===== config.mk =====
export PLATFORM = sky130hd
export DESIGN_NAME = adain_lane_sequencer
export DESIGN_NICKNAME = d
export VERILOG_FILES = /design/src/rtl/adain_seq_pkg.sv /design/src/rtl/adain_lane_sequencer_mux_8to1.sv /design/src/rtl/adain_lane_sequencer.sv
export SDC_FILE = /design/constraint.sdc
export NUM_CORES = 1
export LEC_CHECK = 0
export ABC_CLOCK_PERIOD_IN_PS = 1600
export BUFFER_PORTS_ARGS = -buffer_cell sky130_fd_sc_hd__buf_2
export CAP_MARGIN = 20
export CORE_ASPECT_RATIO = 1.4
export CORE_MARGIN = 5
export CORE_UTILIZATION = 48
export DETAILED_ROUTE_END_ITERATION = 16
export GPL_TIMING_DRIVEN = 1
export PLACE_DENSITY = 0.76
export SLEW_MARGIN = 20
export SYNTH_ARGS = -nofsm -noshare
export SYNTH_HDL_FRONTEND = slang
export SYNTH_SLANG_ARGS = --single-unit
export TNS_END_PERCENT = 5

===== constraint.sdc =====
create_clock -name clk -period 1.6 [get_ports clk]
set_input_delay 0.16 -clock clk [delete_from_list [all_inputs] [get_ports clk]]
set_output_delay 0.16 -clock clk [all_outputs]
set_load 0.01 [all_outputs]

===== src/rtl/adain_seq_pkg.sv =====
// Shared constants, state encoding and lane-count helper for the ADAIN lane sequencer.
package adain_seq_pkg;

  localparam int LANES = 8;
  localparam int SEL_W = 3;

  typedef enum logic {
    S_IDLE = 1'b0,
    S_SEND = 1'b1
  } seq_state_e;

  // A lane count of 0 or anything above 8 means "all eight lanes".
  function automatic logic [3:0] eff_lanes(input logic [3:0] num);
    return ((num == 4'd0) || (num > 4'd8)) ? 4'd8 : num;
  endfunction

endpackage


===== src/rtl/adain_lane_sequencer_mux_8to1.sv =====
// Eight-way lane word selector used to form the sequencer output word.
module mux_8to1
  import adain_seq_pkg::*;
#(
  parameter int WIDTH = 16
) (
  input  logic [LANES*WIDTH-1:0] din,
  input  logic [SEL_W-1:0]       sel,
  output logic [WIDTH-1:0]       dout
);

  assign dout = din[sel*WIDTH +: WIDTH];

endmodule


===== src/rtl/adain_lane_sequencer.sv =====
// Serialises an 8-lane group into per-lane beats; optional one-group prefetch
// is enabled by defining ADAIN_SEQ_PREFETCH_EN.
//
// state  | meaning
// S_IDLE | no active group; ready to capture one
// S_SEND | emitting lanes 0..N-1 of the active group
module adain_lane_sequencer
  import adain_seq_pkg::*;
#(
  parameter int WIDTH = 16
) (
  input  logic                   clk,
  input  logic                   rst_n,
  input  logic                   in_valid,
  output logic                   in_ready,
  input  logic [LANES*WIDTH-1:0] in_data,
  input  logic [3:0]             num_lanes,
  output logic                   out_valid,
  input  logic                   out_ready,
  output logic [WIDTH-1:0]       out_data,
  output logic [SEL_W-1:0]       out_lane,
  output logic                   out_last
);

  seq_state_e             state;
  logic [LANES*WIDTH-1:0] act_data;
  logic [3:0]             act_n;
  logic [3:0]             in_n;
  logic                   acc;
  logic                   beat;
  logic                   last_beat;

`ifdef ADAIN_SEQ_PREFETCH_EN
  logic                   pf_valid;
  logic [LANES*WIDTH-1:0] pf_data;
  logic [3:0]             pf_n;
`endif

  assign acc       = in_valid & in_ready;
  assign beat      = out_valid & out_ready;
  assign last_beat = beat & out_last;
  assign in_n      = eff_lanes(num_lanes);

  always_ff @(posedge clk or negedge rst_n) begin
    if (!rst_n) begin
      state     <= S_IDLE;
      act_data  <= '0;
      act_n     <= '0;
      out_valid <= 1'b0;
      out_lane  <= '0;
      out_last  <= 1'b0;
      in_ready  <= 1'b0;
`ifdef ADAIN_SEQ_PREFETCH_EN
      pf_valid  <= 1'b0;
      pf_data   <= '0;
      pf_n      <= '0;
`endif
    end else begin
      case (state)
        S_IDLE: begin
          if (acc) begin
            state     <= S_SEND;
            act_data  <= in_data;
            act_n     <= in_n;
            out_valid <= 1'b1;
            out_lane  <= '0;
            out_last  <= (in_n == 4'd1);
`ifdef ADAIN_SEQ_PREFETCH_EN
            in_ready  <= 1'b1;
`else
            in_ready  <= 1'b0;
`endif
          end else begin
            in_ready  <= 1'b1;
          end
        end
        S_SEND: begin
          if (last_beat) begin
`ifdef ADAIN_SEQ_PREFETCH_EN
            // Zero-bubble hand-over: the next group becomes active on the same edge.
            if (pf_valid) begin
              act_data <= pf_data;
              act_n    <= pf_n;
              out_lane <= '0;
              out_last <= (pf_n == 4'd1);
              pf_valid <= 1'b0;
              pf_data  <= '0;
              pf_n     <= '0;
              in_ready <= 1'b1;
            end else if (acc) begin
              act_data <= in_data;
              act_n    <= in_n;
              out_lane <= '0;
              out_last <= (in_n == 4'd1);
              in_ready <= 1'b1;
            end else begin
              state     <= S_IDLE;
              out_valid <= 1'b0;
              out_lane  <= '0;
              out_last  <= 1'b0;
              in_ready  <= 1'b1;
            end
`else
            state     <= S_IDLE;
            out_valid <= 1'b0;
            out_lane  <= '0;
            out_last  <= 1'b0;
            in_ready  <= 1'b1;
`endif
          end else begin
            if (beat) begin
              out_lane <= out_lane + 3'd1;
              out_last <= (({1'b0, out_lane} + 4'd2) == act_n);
            end
`ifdef ADAIN_SEQ_PREFETCH_EN
            if (acc) begin
              pf_valid <= 1'b1;
              pf_data  <= in_data;
              pf_n     <= in_n;
              in_ready <= 1'b0;
            end
`endif
          end
        end
        default: begin
          state     <= S_IDLE;
          out_valid <= 1'b0;
          out_lane  <= '0;
          out_last  <= 1'b0;
          in_ready  <= 1'b0;
        end
      endcase
    end
  end

  mux_8to1 #(.WIDTH(WIDTH)) u_mux (
    .din  (act_data),
    .sel  (out_lane),
    .dout (out_data)
  );

endmodule


# Yosys cells after proc, flatten, opt, wreduce, memory -nomap -nowiden
# Index checks and enable logic that the tools add are counted.
# Widths: inputs -> output; s select.
[word_totals] elab_cells=43 input_bits=136 ff_bits=139 output_inout_bits=22
[classes] magnitude_cmp=1 shifts=1 reduce_logical=5 n_eq_ne=5 bitwise=4 add_sub_neg=2 n_mux=18
[op_table] cell="$shiftx 128x8->16" count=1
[op_table] cell="$mux 1" count=9
[op_table] cell="$mux 3" count=3
[op_table] cell="$pmux 1 s2" count=4
[op_table] cell="$pmux 3 s2" count=1
[op_table] cell="$reduce_and 2->1" count=3
[op_table] cell="$add 3x2->4 const B" count=1
[op_table] cell="$eq 4x1->1 const B" count=1
[op_table] cell="$eq 4x4->1" count=1
[op_table] cell="$gt 4x4->1 const B" count=1
[op_table] cell="$logic_not 4->1" count=1
[op_table] cell="$mux 4" count=1
[op_table] cell="$add 3x1->3 const B" count=1
[op_table] cell="$and 1x1->1" count=3
[op_table] cell="$ne 3x1->1 const B" count=1
[op_table] cell="$ne 2x1->1 const B" count=1
[op_table] cell="$ne 2x2->1 const B" count=1
[op_table] cell="$logic_or 1x1->1" count=1
[op_table] cell="$not 1->1" count=1

# Depth between registers and ports, before layout
# Gate-level depths: netlist of run 1.
[depth] ltp_word=6 ltp_mapped=6

# Cells and area by module
# Synthesis of run 1 repeated with hierarchy kept, for this count alone.
[hier_totals] cells_unflattened=655 area_unflattened_um2=6496.2
[by_module_without_submodules] mod="adain_lane_sequencer" cells_per_inst=598 area_each_um2=5425.2 n_inst=1
[by_module_without_submodules] mod="mux_8to1" cells_per_inst=57 area_each_um2=1071.0 n_inst=1

# Worst setup path before layout of run 1
# OpenSTA, ideal clock, no wires.
[synth_timing] path_kind="register to output" start="register out_lane[0]" end="output out_data[10]" n_path_buf=2 path_stages_with_launch=5 slack_ns=-0.105 t_arrival_ns=1.545 path_cell_list="dfrtp_1 -> buf_6 -> buf_6 -> mux4_1 -> mux2_2"
[synth_via] elab_chain_cells=1
[synth_lines] element="from (decl)" line="adain_lane_sequencer.sv:21" source="output logic [SEL_W-1:0] out_lane,"
[synth_lines] element="from (signal assigned)" line="adain_lane_sequencer.sv:112" source="out_lane <= out_lane + 3'd1;"
[synth_lines] element="$shiftx 128x8->16" line="adain_lane_sequencer_mux_8to1.sv:12" source="assign dout = din[sel*WIDTH +: WIDTH];"
[synth_lines] element="to (decl)" line="adain_lane_sequencer.sv:20" source="output logic [WIDTH-1:0] out_data,"
# Every way passes these cells.

# Worst setup path after layout of run 1
[layout_timing] start="register out_lane[0]" end="output out_data[6]"
# Same word-level chain as after synthesis.

==> flow_summary.toml, run 1 <==
[run_status]
status = "finished with violations"
violations = "negative setup slack"

[sta]
clock.fmax_ghz = 0.451
rsz0062_at_grt = "true"
slew_viol_final = 0
fin_crit_sh_pct = 139
maxSlewHeadroom_pct = 68.1
finalHoldViolCount = 0
period_minus_slack_ns = 2.22
finalSetupViolations = 16
finClkSkew_ns = 0.0101
timing.hold.ws_ns = 0.0222
layout_setup_ws_ns = -0.618
fin_tns_setup_ns = -9.19
tightest_slew_ns = 0.479

[global_route]
antenna_found_initial = 2
grt_overflow = 0
grt_pass1_wl_mm = 33.2
grt_pass1_vias = 6312
grt_start_max_net_pins = 92
grt_use_total_pct = 27.7

[worst_setup_path]
slowest_delay_ns = 0.54
r2r-end = "out_lane[2]$_DFFE_PN0P_"
r2r-start = "out_lane[0]$_DFFE_PN0P_"
cp-start-kind = "flip-flop"
worstSetupPathType = "flip-flop to output port"
cp_cell_sequence = "buf_12 -> clkbuf_16 -> mux4_2 -> mux2_4 -> buf_6"
slowest_stage = "mux4_2"
path_max_fanout = 6
cp-end-kind = "output port"
cp.required_ns = 1.44
arrival_ns = 2.06
reg2reg_depth = 6
reg2reg_slack_ns = 0.03
crit_family = "multiplexers"
cp.buffers_inverters = 3

[yosys]
synth_cells = 653
syn_area_sq_mm = 0.00639
synth_largest_area_cell = "dfrtp_1"
synth_top_area_share_pct = 54.4
synth.avg_cell_area_sq_um = 9.79
yosysWarnings = 0
synthTopCellsByArea = "dfrtp_1 54%, nand2_1 23%, mux4_1 12%"
syn_nets = 791
ys_seq_area_share_pct = 54.4
synth_seq_cells = 139
synth_cell_types = 30

[clock_tree]
numCtsBuffers = 17
cts-root-buf = "clkbuf_16"
insertion_delay_ns = 0.42
cts_sinks = 139
cts_buffer_depth = 2
htree_levels = 4
path_clk_slew_ns = 0.06
cts_tree = "done"

[route]
first_pass_iters = 5
drt-vias-per-instance = 5.24
antenna_left = 0
wire_per_inst_um = 18.4
first_iter_violations = 489
routed_wl_mm = 21.0
dr_total_vias = 5971
drc = 0

[place]
port_buffers = 157
finalWeightedCongestion = 0.887
dpl.hpwl_mm = 11.9
placed_cell_area_sq_mm = 0.00743
dp_cells = 973

[finish]
fin_nets = 1080
layout.cells.non_filler = 1139
drive_gt1_share_pct = 27.3
area_growth_pct = 49.2
final_area_sq_mm = 0.00954

[power_and_ir_drop]
max-vdd-ir-drop_uv = 1160
p_per_area_mw_per_mm2 = 1930
p_leak_uw = 0.00490
total_power_uw = 18400

[floorplan]
die_w_um = 108
core_sq_mm = 0.0132
placementRows = 50
die_h_um = 147
io_pins = 158
dieArea_sq_mm = 0.0158
initial_core_util_pct = 48.4

[job]
maxCapViolCount = 0

[min_path]
hold_path.class = "primary input to flip-flop"
whs_endpoint = "act_n[3]$_DFFE_PN0P_"
hp-start = "num_lanes[3]"
hold_depth = 3
## final cells by class
cell class	count	area, sq um
fillers	848	3660
flip-flops and latches	139	3480
multi-input cells	473	2670
repair buffers	310	2500
clock buffers	19	443
well taps	182	228
clock inverters	13	215
diodes	2	5.00
inverters	1	3.75
## placed cells by master (no fill, tap or decap), types with 3 or more instances in the layout
master and instances:
nand2_1 392, buf_2 143, dfrtp_1 137, dlygate4sd3_1 129, mux4_2 30, clkbuf_16 18
mux2_4 16, buf_6 15, buf_4 11, buf_12 10, o21ai_0 7, nand3_1 5
bufinv_16 5, nand2b_1 4, clkinv_4 4, xnor2_1 3
## power by group
group          total [uW]  switching (uW)  internal [uW]
combinational        7680            3590           4100
clock                4390            1570           2820
sequential           6380            1210           5170
total               18400            6360          12100
## routing by layer
metal | up-vias | GRT usage, % | routed length (um)
met5 | - | 0 | 0
met4 | 0 | 17.4 | 1430
met3 | 110 | 6.55 | 1620
met2 | 342 | 43.4 | 10100
met1 | 2838 | 34.2 | 7790
li1 | 2681 | - | -
## stage by stage
| stage | utilization, % | worst slack (ns) |
|---|---|---|
| 4_1_cts | 71.7 | -0.623 |
| 3_5_place_dp | 56.3 | -0.197 |
| 6_report | 72.3 | -0.618 |
| 5_1_grt | 72.3 | -0.639 |
| 3_3_place_gp | 56.3 | -0.127 |
| 2_1_floorplan | - | -0.0581 |
## worst reg2reg max path: stages (launching register included)
cell and delay [ns]:
dfrtp_2 0.38, buf_12 0.14, buf_12 0.14, buf_4 0.12, ha_1 0.15, or4b_1 0.43
a21oi_1 0.12
## state kept, by name, summed over array words and instances, names as in the netlist
name	flops
out_last	1
out_lane	3
state	1
out_valid	1
in_ready	1
act_n	4
act_data	128
## timing repair
| action | 4_1_cts | 5_1_grt |
|---|---|---|
| setup buffers | 1 | 1 |
| hold buffers | 129 | 0 |
| resized for setup | 10 | 15 |
| cloned | 1 | 1 |
| endpoints found under the setup margin | 16 | 18 |
| pin swaps | 1 | 0 |
| endpoints found under the hold margin | 170 | 0 |
## cells in the mapped netlist, drive strengths merged
library cell / instances
nand2: 392
dfrtp: 139
mux4: 32
buf: 23
clkbuf: 17
mux2: 16
o21ai: 7
nand3: 5
nand2b: 4
xnor2: 3
ha: 2
a21oi: 1
and3b: 1
inv: 1
nand3b: 1
nand4: 1
nor2: 1
nor3: 1
o211ai: 1
o21a: 1
o22a: 1
or4: 1
or4b: 1
xor2: 1
## kinds of logic (layout without fill, tap and decap cells)
family | Yosys count | count (layout) | synth area share (%)
AO/OA/AOI/OAI | 11 | 11 | 0.998
XOR/XNOR | 4 | 4 | 0.548
adder cells (fa/ha/maj) | 2 | 2 | 0.391
buffers and inverters | 41 | 343 | 3.35
flip-flops | 139 | 139 | 54.4
multiplexers | 48 | 48 | 15.7
other | 0 | 2 | 0
AND/OR/NAND/NOR | 408 | 408 | 24.6
## worst max-delay path by stage
stage,from,end,slack (ns),depth (start not counted)
after global routing,out_lane[0]$_DFFE_PN0P_,out_data[6],-0.64,5
after CTS,out_lane[0]$_DFFE_PN0P_,out_data[1],-0.62,5
final,out_lane[0]$_DFFE_PN0P_,out_data[6],-0.62,5
after global placement,out_lane[0]$_DFFE_PN0P_,out_data[0],-0.13,4
after floorplan,out_lane[0]$_DFFE_PN0P_,out_data[10],-0.06,4
after detailed placement,out_lane[0]$_DFFE_PN0P_,out_data[0],-0.20,4
Note: power is estimated with default switching activity, not from simulation.
==> inputs of run 2 (changes only) <==
--- a/config.mk
+++ b/config.mk
@@ -14,8 +14,10 @@
 export DETAILED_ROUTE_END_ITERATION = 16
 export GPL_TIMING_DRIVEN = 1
 export PLACE_DENSITY = 0.76
+export REMOVE_ABC_BUFFERS = 1
 export SLEW_MARGIN = 20
 export SYNTH_ARGS = -nofsm -noshare
 export SYNTH_HDL_FRONTEND = slang
+export SYNTH_HIERARCHICAL = 1
 export SYNTH_SLANG_ARGS = --single-unit
 export TNS_END_PERCENT = 5
==> run 2 against run 1 <==
Global-route usage is 1.8 points lower. Routed wire length is 4.3% lower. Largest cell class unchanged. Power decreased by 7.9%. Cell count is 0.26% higher. The run still ends with negative setup slack left. Synthesized cell count increased by 0.31%. Setup slack better by 0.019 ns. Utilization shrank 1.2 points. Clock-buffer cell count stayed put. Critical path depth fell by 1. Area after synthesis up 1.6%. First-iteration DRC count is 32% lower.
==> flow_summary.toml, run 2 <==
[yosys]
synth.avg_cell_area_sq_um = 9.92
synth_top_family_by_area = "simple AND/OR/NAND/NOR gates"
async_reset_ff_share_pct = 100
synth_compound_area_share_pct = 1.48
synthTopCellsByArea = "dfrtp_1 54%, nand2_1 23%, mux4_1 11%"
synth_cell_types = 34
ys_seq_area_share_pct = 53.5
synth_commonest_cells = "392 x nand2_1, 139 x dfrtp_1, 28 x mux4_1"
yosysMostFrequentCell = "nand2_1"
synth_seq_cells = 139
yosysWarnings = 6
synth_top_area_share_pct = 53.5
muxShareOfSynthArea_pct = 15.5
synthXorXnorAreaFrac_pct = 0.539
syn_area_sq_mm = 0.00650
synth_ff_type = "dfrtp_1"
synth_cells = 655
synthAdderAreaFrac_pct = 0.385
synth_largest_area_cell = "dfrtp_1"
synth-simple-area-share_pct = 24.1
synth_edf_count = 0

[route]
drc = 0
first_iter_violations = 332
wire_per_inst_um = 17.6
first_pass_iters = 5
routed_wl_mm = 20.1
drt-vias-per-instance = 5.14
dr_total_vias = 5875
antenna_left = 0

[sta]
clock.fmax_ghz = 0.455
timing.hold.ws_ns = 0.0147
finClkSkew_ns = 0.0123
tightest_slew_ns = 0.416
maxSlewHeadroom_pct = 72.3
finalSetupViolations = 16
rsz0062_at_grt = "true"
fin_crit_sh_pct = 137
slew_viol_final = 0
layout_setup_ws_ns = -0.599
period_minus_slack_ns = 2.20
finalHoldViolCount = 0
fin_tns_setup_ns = -8.81

[finish]
final_cell_mix = "392 x nand2_1, 152 x buf_2, 138 x dfrtp_1"
final_area_sq_mm = 0.00947
fin_util_pct = 71.0
largest_registers = "act_data x128, act_n x4, out_lane x3"
layout_commonest_cell = "nand2_1"
fillers = 914
top_register = "act_data"
largest_reg_flops = 128
fin_nets = 1082
drive_gt1_share_pct = 25.4
area_growth_pct = 45.7

[job]
maxCapViolCount = 0

[worst_setup_path]
cp-start-kind = "flip-flop"
slowest_delay_ns = 0.57
cp_cell_sequence = "buf_12 -> mux4_1 -> mux2_2 -> buf_2"
startpoint = "out_lane[0]$_DFFE_PN0P_"
crit_family = "multiplexers"
arrival_ns = 2.04
cp.required_ns = 1.44
cp.buffers_inverters = 2
worstSetupPathType = "flip-flop to output port"
cp-end-kind = "output port"
path_max_fanout = 16
r2r-start = "out_lane[2]$_DFFE_PN0P_"
slowest_stage = "mux4_1"

[global_route]
grt_overflow = 0
grt_use_total_pct = 25.9
grt_pass1_wl_mm = 31.5
grt_pass1_vias = 6368
antenna_found_initial = 3
grt_start_max_net_pins = 59

[min_path]
hp-start = "num_lanes[0]"
hold_path.class = "primary input to flip-flop"

[place]
finalWeightedCongestion = 0.825
port_buffers = 157
dpl.hpwl_mm = 11.2
placed_cell_area_sq_mm = 0.00753

[run_status]
status = "finished with violations"
violations = "negative setup slack"

[clock_tree]
cts_tree = "done"
insertion_delay_ns = 0.42
path_clk_slew_ns = 0.06
cts_sinks = 139
htree_levels = 4
numCtsBuffers = 17
cts_buffer_depth = 2
cts-root-buf = "clkbuf_16"

[floorplan]
placementRows = 50
dieArea_sq_mm = 0.0160
die_h_um = 148
die_w_um = 108
io_pins = 158
core_sq_mm = 0.0133
initial_core_util_pct = 48.8

[power_and_ir_drop]
p_per_area_mw_per_mm2 = 1790
max-vdd-ir-drop_uv = 800
total_power_uw = 17000
p_leak_uw = 0.00493
-- run 2: changes by cell type after synthesis, sizes merged, moves of 2 or more --
cell,before,now
clkbuf,17,3
buf,23,36
nand3,5,1
nor2,1,3
nor2b,0,2
o21ai,7,5
-- run 2: final timing paths --
path | slack [ns] | to | cells past startpoint
max | -0.60 | out_data[4] | 4
min | 0.01 | act_n[0]$_DFFE_PN0P_ | 3
max reg2reg | 0.11 | out_last$_DFFE_PN0P_ | 5
min reg2reg | 0.46 | act_data[17]$_DFFE_PN0P_ | 2
max in group asynchronous | 0.73 | out_lane[1]$_DFFE_PN0P_ | 3
min in group asynchronous | 0.25 | act_data[75]$_DFFE_PN0P_ | 2
-- run 2: area by class of cell --
type,count,area (sq um),area share (%)
clock buffer,19,443,4.68
timing repair buffer,309,2420,25.6
antenna,3,7.51,0.0793
inverter,1,3.75,0.0397
multi-input combinational,476,2710,28.6
clock inverter,13,169,1.78
sequential,139,3480,36.8
tap,182,228,2.41
-- run 2: routing by layer --
metal	GRT usage (%)	vias to the layer above	wire (um)	share of wire (%)
met5	0	-	0	0
met4	16.6	0	1190	5.9
met3	4.72	94	968	4.8
met2	45.5	270	10600	53
met1	28.3	2812	7280	36
li1	-	2699	-	-
-- run 2: what timing repair did --
action                                  4_1_cts  5_1_grt
setup buffers                                 1        0
endpoints found under the setup margin       16       16
hold buffers                                130        0
hold endpoints to repair                    166        0
resized for setup                            15        6
pin swaps                                     0        0
-- run 2: worst reg2reg max path, stage by stage (launching register included) --
cell     delay (ns)
dfrtp_1        0.44
buf_12         0.19
ha_1           0.29
xnor2_1        0.16
nand4_1        0.09
o32ai_1        0.22
-- run 2: cell families after synthesis --
family | after synthesis
adders and majority gates | 2
AOI/OAI and AO/OA | 14
muxes | 48
xor gates and xnor gates | 4
and+or+nand+nor | 408
buffers and inverters | 40
DFF | 139
-- run 2: report_power, final --
group	internal [uW]	switching, uW
combinational	3410	3320
sequential	5170	1040
clock	2500	1550
total	11100	5910
-- run 2: per-stage QoR --
| stage | setup WS [ns] | std cells |
|---|---|---|
| 2_1_floorplan | -2.01 | 616 |
| 3_3_place_gp | -0.149 | 976 |
| 3_5_place_dp | -0.171 | 976 |
| 4_1_cts | -0.602 | 1139 |
| 5_1_grt | -0.648 | 1142 |
| 6_report | -0.599 | 1142 |
